File: config.mk
export PLATFORM = sky130hd
export DESIGN_NAME = motion_sequencer
export DESIGN_NICKNAME = d
export VERILOG_FILES = /design/src/rtl/motion_sequencer.sv
export SDC_FILE = /design/constraint.sdc
export NUM_CORES = 1
export LEC_CHECK = 0
export CORE_MARGIN = 3
export CORE_UTILIZATION = 50
export CTS_BUF_LIST = sky130_fd_sc_hd__clkbuf_4 sky130_fd_sc_hd__clkbuf_8 sky130_fd_sc_hd__clkbuf_16
export CTS_CLUSTER_SIZE = 30
export DETAILED_ROUTE_END_ITERATION = 10
export GPL_TIMING_DRIVEN = 0
export PLACE_DENSITY = 0.73
export SYNTH_ARGS = -nofsm -noshare
export SYNTH_HDL_FRONTEND = slang
export SYNTH_SLANG_ARGS = --single-unit
File: constraint.sdc
create_clock -name clk -period 3.4 [get_ports clk]
set_input_delay 0.68 -clock clk [delete_from_list [all_inputs] [get_ports clk]]
set_output_delay 0.68 -clock clk [all_outputs]
set_load 0.005 [all_outputs]
File: src/rtl/motion_sequencer.sv
// Manoeuvre sequencer: expands one-shot drive commands into timed, mutually
// exclusive turn -> forward -> settle motion pulses for the car output stage.
module motion_sequencer #(
    parameter int TURN90_CYCLES  = 90000000,
    parameter int FORWARD_CYCLES = 50000000,
    parameter int SETTLE_CYCLES  = 10000000,
    parameter int CNT_W          = 32
) (
    input  logic       clk,
    input  logic       rst_n,
    input  logic       enable,
    input  logic       cmd_valid,
    input  logic [1:0] cmd,
    output logic       cmd_ready,
    output logic       busy,
    output logic       done,
    output logic       turn_left_signal,
    output logic       turn_right_signal,
    output logic       move_forward_signal,
    output logic       move_backward_signal
);

    typedef enum logic [1:0] {
        ST_IDLE,
        ST_TURN,
        ST_FORWARD,
        ST_SETTLE
    } state_t;

    localparam logic [1:0] CMD_STEP   = 2'b00;
    localparam logic [1:0] CMD_LEFT   = 2'b01;
    localparam logic [1:0] CMD_AROUND = 2'b11;

    localparam logic [CNT_W-1:0] TURN90_LOAD  = CNT_W'(TURN90_CYCLES - 1);
    localparam logic [CNT_W-1:0] TURN180_LOAD = CNT_W'(2 * TURN90_CYCLES - 1);
    localparam logic [CNT_W-1:0] FORWARD_LOAD = CNT_W'(FORWARD_CYCLES - 1);
    localparam logic [CNT_W-1:0] SETTLE_LOAD  = CNT_W'(SETTLE_CYCLES - 1);

    state_t           r_state;
    logic [CNT_W-1:0] r_cnt;
    logic [1:0]       r_cmd;
    logic             r_busy;
    logic             r_done;
    logic             r_turn_left;
    logic             r_turn_right;
    logic             r_move_forward;
    logic             w_accept;
    logic             w_cnt_zero;

    assign cmd_ready  = enable && (r_state == ST_IDLE);
    assign w_accept   = cmd_valid && cmd_ready;
    assign w_cnt_zero = (r_cnt == '0);

    // NOTE: all state lives in this one clocked block and uses non-blocking
    // assignments, so every output reflects the same pre-edge snapshot.
    always_ff @(posedge clk or negedge rst_n) begin
        if (!rst_n) begin
            r_state        <= ST_IDLE;
            r_cnt          <= '0;
            r_cmd          <= 2'b00;
            r_busy         <= 1'b0;
            r_done         <= 1'b0;
            r_turn_left    <= 1'b0;
            r_turn_right   <= 1'b0;
            r_move_forward <= 1'b0;
        end else begin
            r_done <= 1'b0;
            if (!enable && (r_state != ST_IDLE)) begin
                // Abort: drop every drive at once and skip the done pulse.
                r_state        <= ST_IDLE;
                r_cnt          <= '0;
                r_busy         <= 1'b0;
                r_turn_left    <= 1'b0;
                r_turn_right   <= 1'b0;
                r_move_forward <= 1'b0;
            end else begin
                case (r_state)
                    ST_IDLE: begin
                        if (w_accept) begin
                            r_cmd  <= cmd;
                            r_busy <= 1'b1;
                            if (cmd == CMD_STEP) begin
                                r_state        <= ST_FORWARD;
                                r_cnt          <= FORWARD_LOAD;
                                r_move_forward <= 1'b1;
                            end else begin
                                r_state      <= ST_TURN;
                                r_cnt        <= (cmd == CMD_AROUND) ? TURN180_LOAD : TURN90_LOAD;
                                r_turn_left  <= (cmd == CMD_LEFT);
                                r_turn_right <= (cmd != CMD_LEFT);
                            end
                        end
                    end
                    ST_TURN: begin
                        if (w_cnt_zero) begin
                            r_state        <= ST_FORWARD;
                            r_cnt          <= FORWARD_LOAD;
                            r_turn_left    <= 1'b0;
                            r_turn_right   <= 1'b0;
                            r_move_forward <= 1'b1;
                        end else begin
                            r_cnt        <= r_cnt - 1'b1;
                            r_turn_left  <= (r_cmd == CMD_LEFT);
                            r_turn_right <= (r_cmd != CMD_LEFT);
                        end
                    end
                    ST_FORWARD: begin
                        if (w_cnt_zero) begin
                            r_state        <= ST_SETTLE;
                            r_cnt          <= SETTLE_LOAD;
                            r_move_forward <= 1'b0;
                        end else begin
                            r_cnt <= r_cnt - 1'b1;
                        end
                    end
                    ST_SETTLE: begin
                        if (w_cnt_zero) begin
                            r_state <= ST_IDLE;
                            r_busy  <= 1'b0;
                            r_done  <= 1'b1;
                        end else begin
                            r_cnt <= r_cnt - 1'b1;
                        end
                    end
                    default: begin
                        r_state <= ST_IDLE;
                        r_cnt   <= '0;
                        r_busy  <= 1'b0;
                    end
                endcase
            end
        end
    end

    assign busy                 = r_busy;
    assign done                 = r_done;
    assign turn_left_signal     = r_turn_left;
    assign turn_right_signal    = r_turn_right;
    assign move_forward_signal  = r_move_forward;
    assign move_backward_signal = 1'b0;

endmodule
---- Word-level counts from Yosys, hierarchy flattened ----
Index checks and enable logic that the tools add are counted.
Widths: inputs -> output; s select.
operators by class
  equal/unequal tests ..................... 15
  reductions and logical operators ........ 17
  add/sub/neg operators ................... 1
  bitwise operators ....................... 1
  mux-type cells .......................... 37
operator list
  operator               count
  $mux 32                5
  $pmux 32 s4            1
  $mux 28                2
  $logic_not 32->1       1
  $sub 32x1->32 const B  1
  $mux 1                 18
  $ne 3x3->1 const B     5
  $mux 2                 6
  $reduce_and 3->1       3
  $pmux 2 s4             1
  $eq 2x1->1 const B     3
  $eq 2x2->1 const B     3
  $pmux 1 s2             3
  $reduce_bool 3->1      2
  $reduce_and 5->1       1
  $logic_not 2->1        2
  $ne 2x1->1 const B     2
  $reduce_and 4->1       1
  $reduce_bool 4->1      1
  $logic_and 1x1->1      3
  $ne 3x1->1 const B     1
  $ne 3x2->1 const B     1
  $pmux 1 s3             1
  $reduce_and 2->1       1
  other kinds (3)        3
word-level totals
  input bits .............................. 6
  output and inout port bits .............. 7
  bits in registers ....................... 41

---- Logic depth before layout (Yosys ltp) ----
Gate-level depths: netlist of run 1.
  depth after elaboration ................. 6
  gate-level depth with buffers ........... 10
  depth with buffers taken out ............ 8

---- Worst setup path after synthesis of run 1 ----
OpenSTA, ideal clock, no wires.
  path kind ............................... register -> output
  start point ............................. register r_state[0]
  end point ............................... output port cmd_ready
  stages on the path, launching flop included .. 7
  data arrival time ....................... 1.579 ns
  buffers on the path ..................... 3
  path slack .............................. 1.141 ns
  cell sequence ........................... dfrtp_1 > inv_1 > ha_1 > clkbuf_1 > clkbuf_1 > clkbuf_1 > and2_1
between the ends
  cells in the longest elaborated chain, start to end .. 2
ends and longest elaborated chain
  item                      line  text
  start: declaration        39    state_t r_state;
  start signal: assignment  58    r_state <= ST_IDLE;
  start signal: assignment  70    r_state <= ST_IDLE;
  start signal: assignment  83    r_state <= ST_FORWARD;
  $logic_not 2->1           50    assign cmd_ready = enable && (r_state == ST_IDLE);
  $logic_and 1x1->1         50
  end: declaration          14    output logic cmd_ready,
Every way passes these cells.

---- Worst setup path after layout of run 1 ----
Same ends and word-level chain as after synthesis.

==> flow_summary.ini, run 1 <==
[run_status]
status = complete, no violations

[setup_path]
timing_worst_setup_path_type = flop to output port
cp_slowest_cell = clkdlybuf4s50_1
startpoint_type = flop
worstPathCellList = inv_1 -> ha_1 -> clkbuf_1 -> clkbuf_2 -> clkbuf_2 -> and2_1 -> clkdlybuf4s50_1
critPathArrivalTime_ns = 2.52
r2r-start = r_state[0]$_DFFE_PN0P_
crit_start = r_state[0]$_DFFE_PN0P_
worst_path_most_repeated_cell = clkbuf_2
critPathMaxFanout = 10
slowest_delay_ns = 0.49
crit_path_end_kind = output port
critPathRequiredTime_ns = 2.72

[yosys]
synth_top_family_by_area = compound AO/OA/AOI/OAI gates
ys_async_sr_fraction_pct = 100
synth_simple_gate_area_share_pct = 23.5
synth.distinct_cells = 57
synth_adder_area_share_pct = 4.44
syn_inst = 328
synth_warnings = 0
synth_mux_area_share_pct = 0.800
synth_xor_area_share_pct = 0.622
synth-compound-area-share_pct = 29.3
ys.flop_type = dfrtp_1
synth_edf_count = 0
yosys-top-cells-area = dfrtp_1 36%, o21ai_0 6.6%, ha_1 4.4%
syn_area_um2 = 2820
yosysTopAreaCell = dfrtp_1
ys_ff_latch = 41
synth_top_area_share_pct = 36.4
synth.most_common_cell = dfrtp_1
syn-num-nets = 344
seq_area_frac_synth_pct = 36.4
yosys-top-cells-count = 41 x dfrtp_1, 37 x o21ai_0, 28 x nor2_1
avgSynthCellArea_um2 = 8.58

[clock_tree]
clockBufferDepth = 2
holdBufCountCts = 0
cts_sinks = 41
root_buffer = clkbuf_8
clock_latency_ns = 0.31
cts_htree_levels = 2
clk_pin_slew_ns = 0.08
cts_buffers = 5
cts_tree = built

[floorplanning]
floorplan.die_area_um2 = 6570
core_um2 = 5270
die_h_um = 81.0
num_rows = 26
fp.dieW_um = 81.0
start_util_pct = 53.4
io_pins = 13

[route]
drt_iter0_markers = 295
num_vias = 2700
wl_per_cell_um = 18.4
met2_length_um = 3510
drt-total-wl_um = 7670
drc = 0
wl_met3_um = 523
vias_per_cell = 6.49
firstDrtPassIters = 6
routed.top_layer = met4
wl_met1_um = 3480
ant_nets = 0

[placement]
post_dp_cell_area_um2 = 3020
place_congestion = 0.948
placed_cells = 409
hpwl_um = 5620
port_buffers = 10

[cells_and_area]
drive_gt1_share_pct = 10.7
area_growth_pct = 10.5
diodes = 0
final_cell_count_no_fill = 416
finalNetCount = 362
final_area_um2 = 3110

[sta]
skew_ns = 0.00974
setup_viol = 0
tns_ns = 0
clock.fmax_mhz = 312
fin_crit_ns = 3.20
hold_viol = 0
rsz0062_at_grt = false
post-route-period-util_pct = 94.3
slew_viol_final = 0
max_slew_margin_pct = 41.5
tightestPinTransition_ns = 0.871

[global_routing]
grt_pass1_wl_um = 13000
grt_antenna_before_repair = 0
grt_pass1_vias = 2633
overflow = 0
grtUsageTotal_pct = 25.5
grt_max_degree = 26

[pwr]
peakVddDrop_v = 0.000426
leakagePower_uw = 0.00127
power_uw = 2740
p_per_area_nw_per_um2 = 880

[job]
drv_cap = 0

[min_path]
worstHoldPathType = primary input to async pin
[layout by cell type (no fill, tap or decap), types with 4 or more instances in the layout]
cell type | netlist | routed
a211oi_1 | 7 | 7
a21oi_1 | 23 | 23
a22o_1 | 6 | 6
a31oi_1 | 11 | 11
and2_1 | 4 | 4
and3_1 | 5 | 5
buf_2 | 4 | 5
clkbuf_1 | 8 | 6
clkbuf_8 | 0 | 6
clkdlybuf4s50_1 | 0 | 9
dfrtp_1 | 41 | 41
ha_1 | 10 | 10
inv_1 | 15 | 15
nand2_1 | 25 | 25
nand3_1 | 4 | 4
nand4_1 | 4 | 4
nor2_1 | 28 | 28
nor3_1 | 11 | 11
nor4_1 | 5 | 5
o21ai_0 | 37 | 37
o22ai_1 | 4 | 4
o2bb2ai_1 | 6 | 6
o31ai_1 | 9 | 9
o32a_1 | 4 | 4
or3_1 | 6 | 6
[worst max-delay path, delay by kind of cell (launching register included)]
kind	cells	cell delay, ns
adders and majority gates	1	0.15
buffers and inverters	5	1.50
DFF	1	0.41
and+or+nand+nor	1	0.16
[per-stage QoR]
step	hold WS, ns	worst slack, ns	utilization (%)
final	0.289	0.195	59.0
after global routing	0.315	0.0663	59.0
after CTS	0.308	0.0334	59.0
after detailed placement	0.479	0.234	57.3
after global placement	0.478	0.261	57.0
after floorplan	0.384	1.14	-
[sequential cells by signal, summed over array words and instances, names as in the netlist]
signal	flops
busy	1
done	1
move_forward_signal	1
r_cmd	2
r_cnt	32
r_state	2
turn_left_signal	1
turn_right_signal	1
[power by group]
group,internal (uW),switching (uW)
registers,674,195
logic,580,949
clock network,169,170
[area by class of cell]
class                   count  area (um2)
fillers                   498        2160
multi-input cells         256        1660
flip-flops and latches     41        1030
repair buffers             11         115
clock buffers               7        90.1
well taps                  70        87.6
plain buffers              16        78.8
inverters                  15        56.3
[cells by family (layout without fill, tap and decap cells)]
kind of cell	count (synthesis)	after routing
AOI/OAI and AO/OA	125	125
DFF	41	41
and+or+nand+nor	116	116
buffers and inverters	31	49
adders and majority gates	10	10
xor gates and xnor gates	2	2
muxes	2	2
other	1	1
[metal layers]
metal	GRT usage, %	up-vias
met3	6.54	16
met2	38.1	119
li1	-	1272
met5	0	-
met1	35.4	1293
met4	9.63	0
[final timing paths]
path,endpoint,cells past startpoint,slack (ns)
worst min-delay path,r_cnt[5]$_DFFE_PN0P_,1,0.29
worst min register to register,r_cmd[0]$_DFFE_PN0P_,1,0.50
max in group asynchronous,r_cnt[20]$_DFFE_PN0P_,2,2.62
min in group clk,r_cmd[0]$_DFFE_PN0P_,1,0.50
worst max register to register,r_cnt[27]$_DFFE_PN0P_,7,0.54
worst max-delay path,cmd_ready,7,0.20
[timing repair]
item / in CTS / in global routing
resized for setup: 1 / 2
pin swaps: 0 / 0
setup endpoints to repair: 1 / 1
buffers inserted: 0 / 0
No activity file was read; power rests on OpenSTA's default activity.
==> inputs of run 2 (changes only) <==
==> constraint.sdc (replaced) <==
create_clock -name clk -period 3.65 [get_ports clk]
set_input_delay 0.73 -clock clk [delete_from_list [all_inputs] [get_ports clk]]
set_output_delay 0.73 -clock clk [all_outputs]
set_load 0.005 [all_outputs]
==> run 2 against run 1 <==
Compared with the run above: flip-flop and latch count stayed put; core utilization is essentially flat; sequential share of layout area about the same; global-route usage stayed put; clock skew rose by 0.0026 ns; setup slack better by 0.025 ns; sequential power decreased by 6.7%; clock power down 6.8%; critical path depth stayed put; wire length is essentially flat; cell count stayed put.
==> flow_summary.ini, run 2 (synthesis gave the netlist of run 1 again) <==
[run_status]
status = complete, no violations

[clock_tree]
postCtsSetupRepairBufs = 0
clockBufferDepth = 2
holdBufCountCts = 0
root_buffer = clkbuf_8
cts_htree_levels = 2
cts_buffers = 5
clk_pin_slew_ns = 0.08
clock_latency_ns = 0.31
cts_tree = built
cts_sinks = 41

[floorplanning]
start_util_pct = 53.4
num_rows = 26
floorplan.die_area_um2 = 6570
core_um2 = 5270
die_h_um = 81.0
fp.dieW_um = 81.0
io_pins = 13

[sta]
hold_viol = 0
setup_viol = 0
skew_ns = 0.0123
tns_ns = 0
tightestPinTransition_ns = 0.866
clock.fmax_mhz = 292
fin_crit_ns = 3.43
slew_viol_final = 0
post-route-period-util_pct = 94.0
rsz0062_at_grt = false
max_slew_margin_pct = 41.8

[job]
drv_cap = 0

[setup_path]
worst_path_most_repeated_cell = clkbuf_1
timing_worst_setup_path_type = flop to output port
cp_slowest_cell = clkdlybuf4s50_1
slowest_delay_ns = 0.49
critPathMaxFanout = 10
crit_buf_inv = 5
critPathRequiredTime_ns = 2.92
startpoint_type = flop
worstPathCellList = inv_1 -> ha_1 -> clkbuf_1 -> clkbuf_1 -> clkbuf_2 -> and2_1 -> clkdlybuf4s50_1
critPathArrivalTime_ns = 2.70
r2r-start = r_state[0]$_DFFE_PN0P_
crit_start = r_state[0]$_DFFE_PN0P_
crit_path_end_kind = output port
crit_family = buffers and inverters

[cells_and_area]
register_area_um2 = 1030
largest_reg_flops = 32
drive_gt1_share_pct = 10.4
finalNetCount = 362
reg_top3 = r_cnt (32), r_cmd (2), r_state (2)
top_register = r_cnt
final_cell_count_no_fill = 416
final_common_cell = dfrtp_1
final_cell_mix = 41 x dfrtp_1, 37 x o21ai_0, 28 x nor2_1
final_util_pct = 59.0
area_growth_pct = 10.4
nFillCells = 497
diodes = 0
multiInputGateArea_um2 = 1660

[global_routing]
grtUsageTotal_pct = 25.5
grt_pass1_vias = 2633
grt_max_degree = 26
grt_pass1_wl_um = 13000
overflow = 0
grt_antenna_before_repair = 0

[placement]
place_congestion = 0.948
placed_cells = 409
hpwl_um = 5620
port_buffers = 10

[route]
firstDrtPassIters = 5
drt_iter0_markers = 307
ant_nets = 0
vias_per_cell = 6.54
drc = 0
num_vias = 2722
wl_per_cell_um = 18.4
drt-total-wl_um = 7670

[min_path]
worstHoldPathType = primary input to async pin

[pwr]
leakagePower_uw = 0.00127
p_per_area_nw_per_um2 = 821
peakVddDrop_v = 0.000398
-- run 2: through the flow --
step | worst slack, ns | hold WS, ns | area (um2) | power, uW
after floorplan | 1.34 | 0.434 | 2820 | 1800
after global placement | 0.461 | 0.478 | 3000 | 2170
after detailed placement | 0.434 | 0.479 | 3020 | 2210
after CTS | 0.0982 | 0.358 | 3110 | 2530
after global routing | 0.0966 | 0.365 | 3110 | 2760
final | 0.220 | 0.337 | 3110 | 2550
-- run 2: cell type report --
cell class / count / area share [%]
multi-input cells: 256 / 53.3
flip-flops and latches: 41 / 33.0
repair buffers: 11 / 3.70
clock buffers: 7 / 2.90
well taps: 70 / 2.82
plain buffers: 16 / 2.49
inverters: 15 / 1.81
-- run 2: layer usage --
layer / global-route usage (%) / wire length [um] / vias to the layer above
li1: - / - / 1279
met1: 35.4 / 3480 / 1313
met2: 38.1 / 3490 / 114
met3: 6.54 / 550 / 16
met4: 9.63 / 148 / 0
met5: 0 / 0 / -
-- run 2: where the power goes --
part | total (uW) | internal (uW) | switching, uW | leakage [uW]
Combinational | 1420 | 539 | 885 | 0.000700
Sequential | 811 | 628 | 183 | 0.000521
Clock | 316 | 158 | 159 | 0.0000477
Total | 2550 | 1320 | 1230 | 0.00127
-- run 2: final timing paths --
path | end | slack, ns | cells after the start
worst max-delay path | cmd_ready | 0.22 | 7
worst min-delay path | r_cnt[5]$_DFFE_PN0P_ | 0.34 | 1
worst max register to register | r_cnt[27]$_DFFE_PN0P_ | 0.80 | 7
worst min register to register | r_cmd[0]$_DFFE_PN0P_ | 0.50 | 1
max in group asynchronous | r_cnt[20]$_DFFE_PN0P_ | 2.82 | 2
min in group clk | r_cmd[0]$_DFFE_PN0P_ | 0.50 | 1
-- run 2: repair_timing --
| action | 4_1_cts | 5_1_grt |
|---|---|---|
| setup endpoints to repair | 0 | 1 |
| endpoints found under the hold margin | 0 | 0 |
| resized for setup | 0 | 2 |
==> inputs of run 3 (changes only) <==
--- a/config.mk
+++ b/config.mk
@@ -5,9 +5,9 @@
 export SDC_FILE = /design/constraint.sdc
 export NUM_CORES = 1
 export LEC_CHECK = 0
-export CORE_MARGIN = 3
+export CORE_MARGIN = 2
 export CORE_UTILIZATION = 50
-export CTS_BUF_LIST = sky130_fd_sc_hd__clkbuf_4 sky130_fd_sc_hd__clkbuf_8 sky130_fd_sc_hd__clkbuf_16
+export CTS_BUF_LIST = sky130_fd_sc_hd__clkbuf_8
 export CTS_CLUSTER_SIZE = 30
 export DETAILED_ROUTE_END_ITERATION = 10
 export GPL_TIMING_DRIVEN = 0
==> run 3 against run 2 <==
Compared with the run above: clock power is 8.5% lower; flip-flop and latch count did not move; sequential power is essentially flat; worst hold slack gained 0.027 ns; maximum frequency about the same; clock skew shrank 0.0021 ns; total power fell by 1.0%; critical path depth stayed put; setup slack lost 0.0013 ns; register-to-register slack lost 0.06 ns; die area shrank 4.9%; critical endpoint unchanged; largest power group unchanged; highest routed layer unchanged.
==> flow_summary.ini, run 3 (synthesis gave the netlist of run 1 again) <==
[clock_tree]
cts_buffers = 5
clockBufferDepth = 2
clock_latency_ns = 0.30
holdBufCountCts = 0
postCtsSetupRepairBufs = 0
cts_sinks = 41
root_buffer = clkbuf_8
post_cts_resized = 0
clk_pin_slew_ns = 0.08
cts_htree_levels = 2
cts_tree = built

[route]
drt-total-wl_um = 7690
drt_iter0_markers = 282
wl_per_cell_um = 18.4
vias_per_cell = 6.54
firstDrtPassIters = 5
drc = 0
ant_nets = 0
num_vias = 2740

[setup_path]
rrSetupSlack_ns = 0.74
crit_buf_inv = 5
startpoint_type = flop
r2r-start = r_state[0]$_DFFE_PN0P_
worst_path_most_repeated_cell = clkbuf_1
worstReg2RegEnd = r_cnt[27]$_DFFE_PN0P_
critPathArrivalTime_ns = 2.70
worstPathCellList = inv_1 -> ha_1 -> clkbuf_1 -> clkbuf_1 -> clkbuf_2 -> and2_1 -> clkdlybuf4s50_1
crit_family = buffers and inverters
crit_path_end_kind = output port
timing_worst_setup_path_type = flop to output port
cp_slowest_cell = clkdlybuf4s50_1
slowest_delay_ns = 0.49
reg2regPathDepth = 7
critPathMaxFanout = 10
critPathRequiredTime_ns = 2.92

[cells_and_area]
top_register = r_cnt
final_cell_mix = 41 x dfrtp_1, 37 x o21ai_0, 28 x nor2_1
diodes = 0
largest_reg_flops = 32
drive_gt1_share_pct = 9.80
final_common_cell = dfrtp_1
nFillCells = 533
area_growth_pct = 10.2
reg_top3 = r_cnt (32), r_cmd (2), r_state (2)
final_area_um2 = 3100
finalNetCount = 362

[sta]
setup_viol = 0
max_slew_margin_pct = 43.6
hold_viol = 0
post-route-period-util_pct = 94.0
skew_ns = 0.0102
slew_viol_final = 0
clock.fmax_mhz = 291
rsz0062_at_grt = false
fin_crit_ns = 3.43
tns_ns = 0
tightestPinTransition_ns = 0.839

[pwr]
peakVddDrop_v = 0.000447
p_per_area_nw_per_um2 = 814
leakagePower_uw = 0.00127

[global_routing]
grtUsageTotal_pct = 26.4
grt_pass1_vias = 2520
grt_pass1_wl_um = 12800
overflow = 0
grt_max_degree = 25
grt_antenna_before_repair = 0

[placement]
place_congestion = 0.930
post_dp_cell_area_um2 = 3020
port_buffers = 10
hpwl_um = 5710

[job]
drv_cap = 0

[floorplanning]
die_h_um = 79.0
fp.dieW_um = 79.0
core_um2 = 5470
floorplan.die_area_um2 = 6250
num_rows = 27
io_pins = 13
start_util_pct = 51.4

[run_status]
status = complete, no violations

[min_path]
worstHoldPathType = primary input to async pin
run 3: final cells by class:
type,count,area (um2),share of cell area [%]
plain buffers,16,77.6,2.50
inverters,15,56.3,1.82
repair buffers,11,115,3.71
clock inverters,3,11.3,0.363
clock buffers,5,68.8,2.22
multi-input cells,256,1660,53.4
well taps,72,90.1,2.90
flip-flops and latches,41,1030,33.1
run 3: per-layer routing:
layer / routed length, um / global-route usage [%] / share of wire (%) / vias up
met5: 0 / 0 / 0 / -
met4: 226 / 10.7 / 2.9 / 0
met3: 668 / 4.89 / 8.7 / 24
met2: 3350 / 39.4 / 44 / 149
met1: 3440 / 37.6 / 45 / 1294
li1: - / - / - / 1273
run 3: how the worst max path moves through the flow:
stage | from | slack, ns | end | cells past startpoint
floorplan | r_state[0]$_DFFE_PN0P_ | 1.34 | cmd_ready | 6
global placement | r_state[0]$_DFFE_PN0P_ | 0.45 | cmd_ready | 7
detailed placement | r_state[0]$_DFFE_PN0P_ | 0.41 | cmd_ready | 7
CTS | r_state[0]$_DFFE_PN0P_ | 0.11 | cmd_ready | 7
global route | r_state[0]$_DFFE_PN0P_ | 0.08 | cmd_ready | 7
finish | r_state[0]$_DFFE_PN0P_ | 0.22 | cmd_ready | 7
run 3: power by group:
part / switching, uW / total, uW / internal [uW] / leakage [uW]
sequential: 180 / 808 / 628 / 0.000521
clock: 161 / 289 / 128 / 0.0000519
combinational: 888 / 1430 / 539 / 0.000700
run 3: per-stage QoR:
stage / worst slack [ns] / power (uW) / hold WS, ns / cells / utilization [%]
2_1_floorplan: 1.34 / 1800 / 0.434 / 328 / -
3_3_place_gp: 0.454 / 2180 / 0.471 / 410 / 54.9
3_5_place_dp: 0.414 / 2210 / 0.473 / 411 / 55.2
4_1_cts: 0.113 / 2500 / 0.378 / 419 / 56.7
5_1_grt: 0.0844 / 2730 / 0.395 / 419 / 56.7
6_report: 0.219 / 2520 / 0.364 / 419 / 56.7
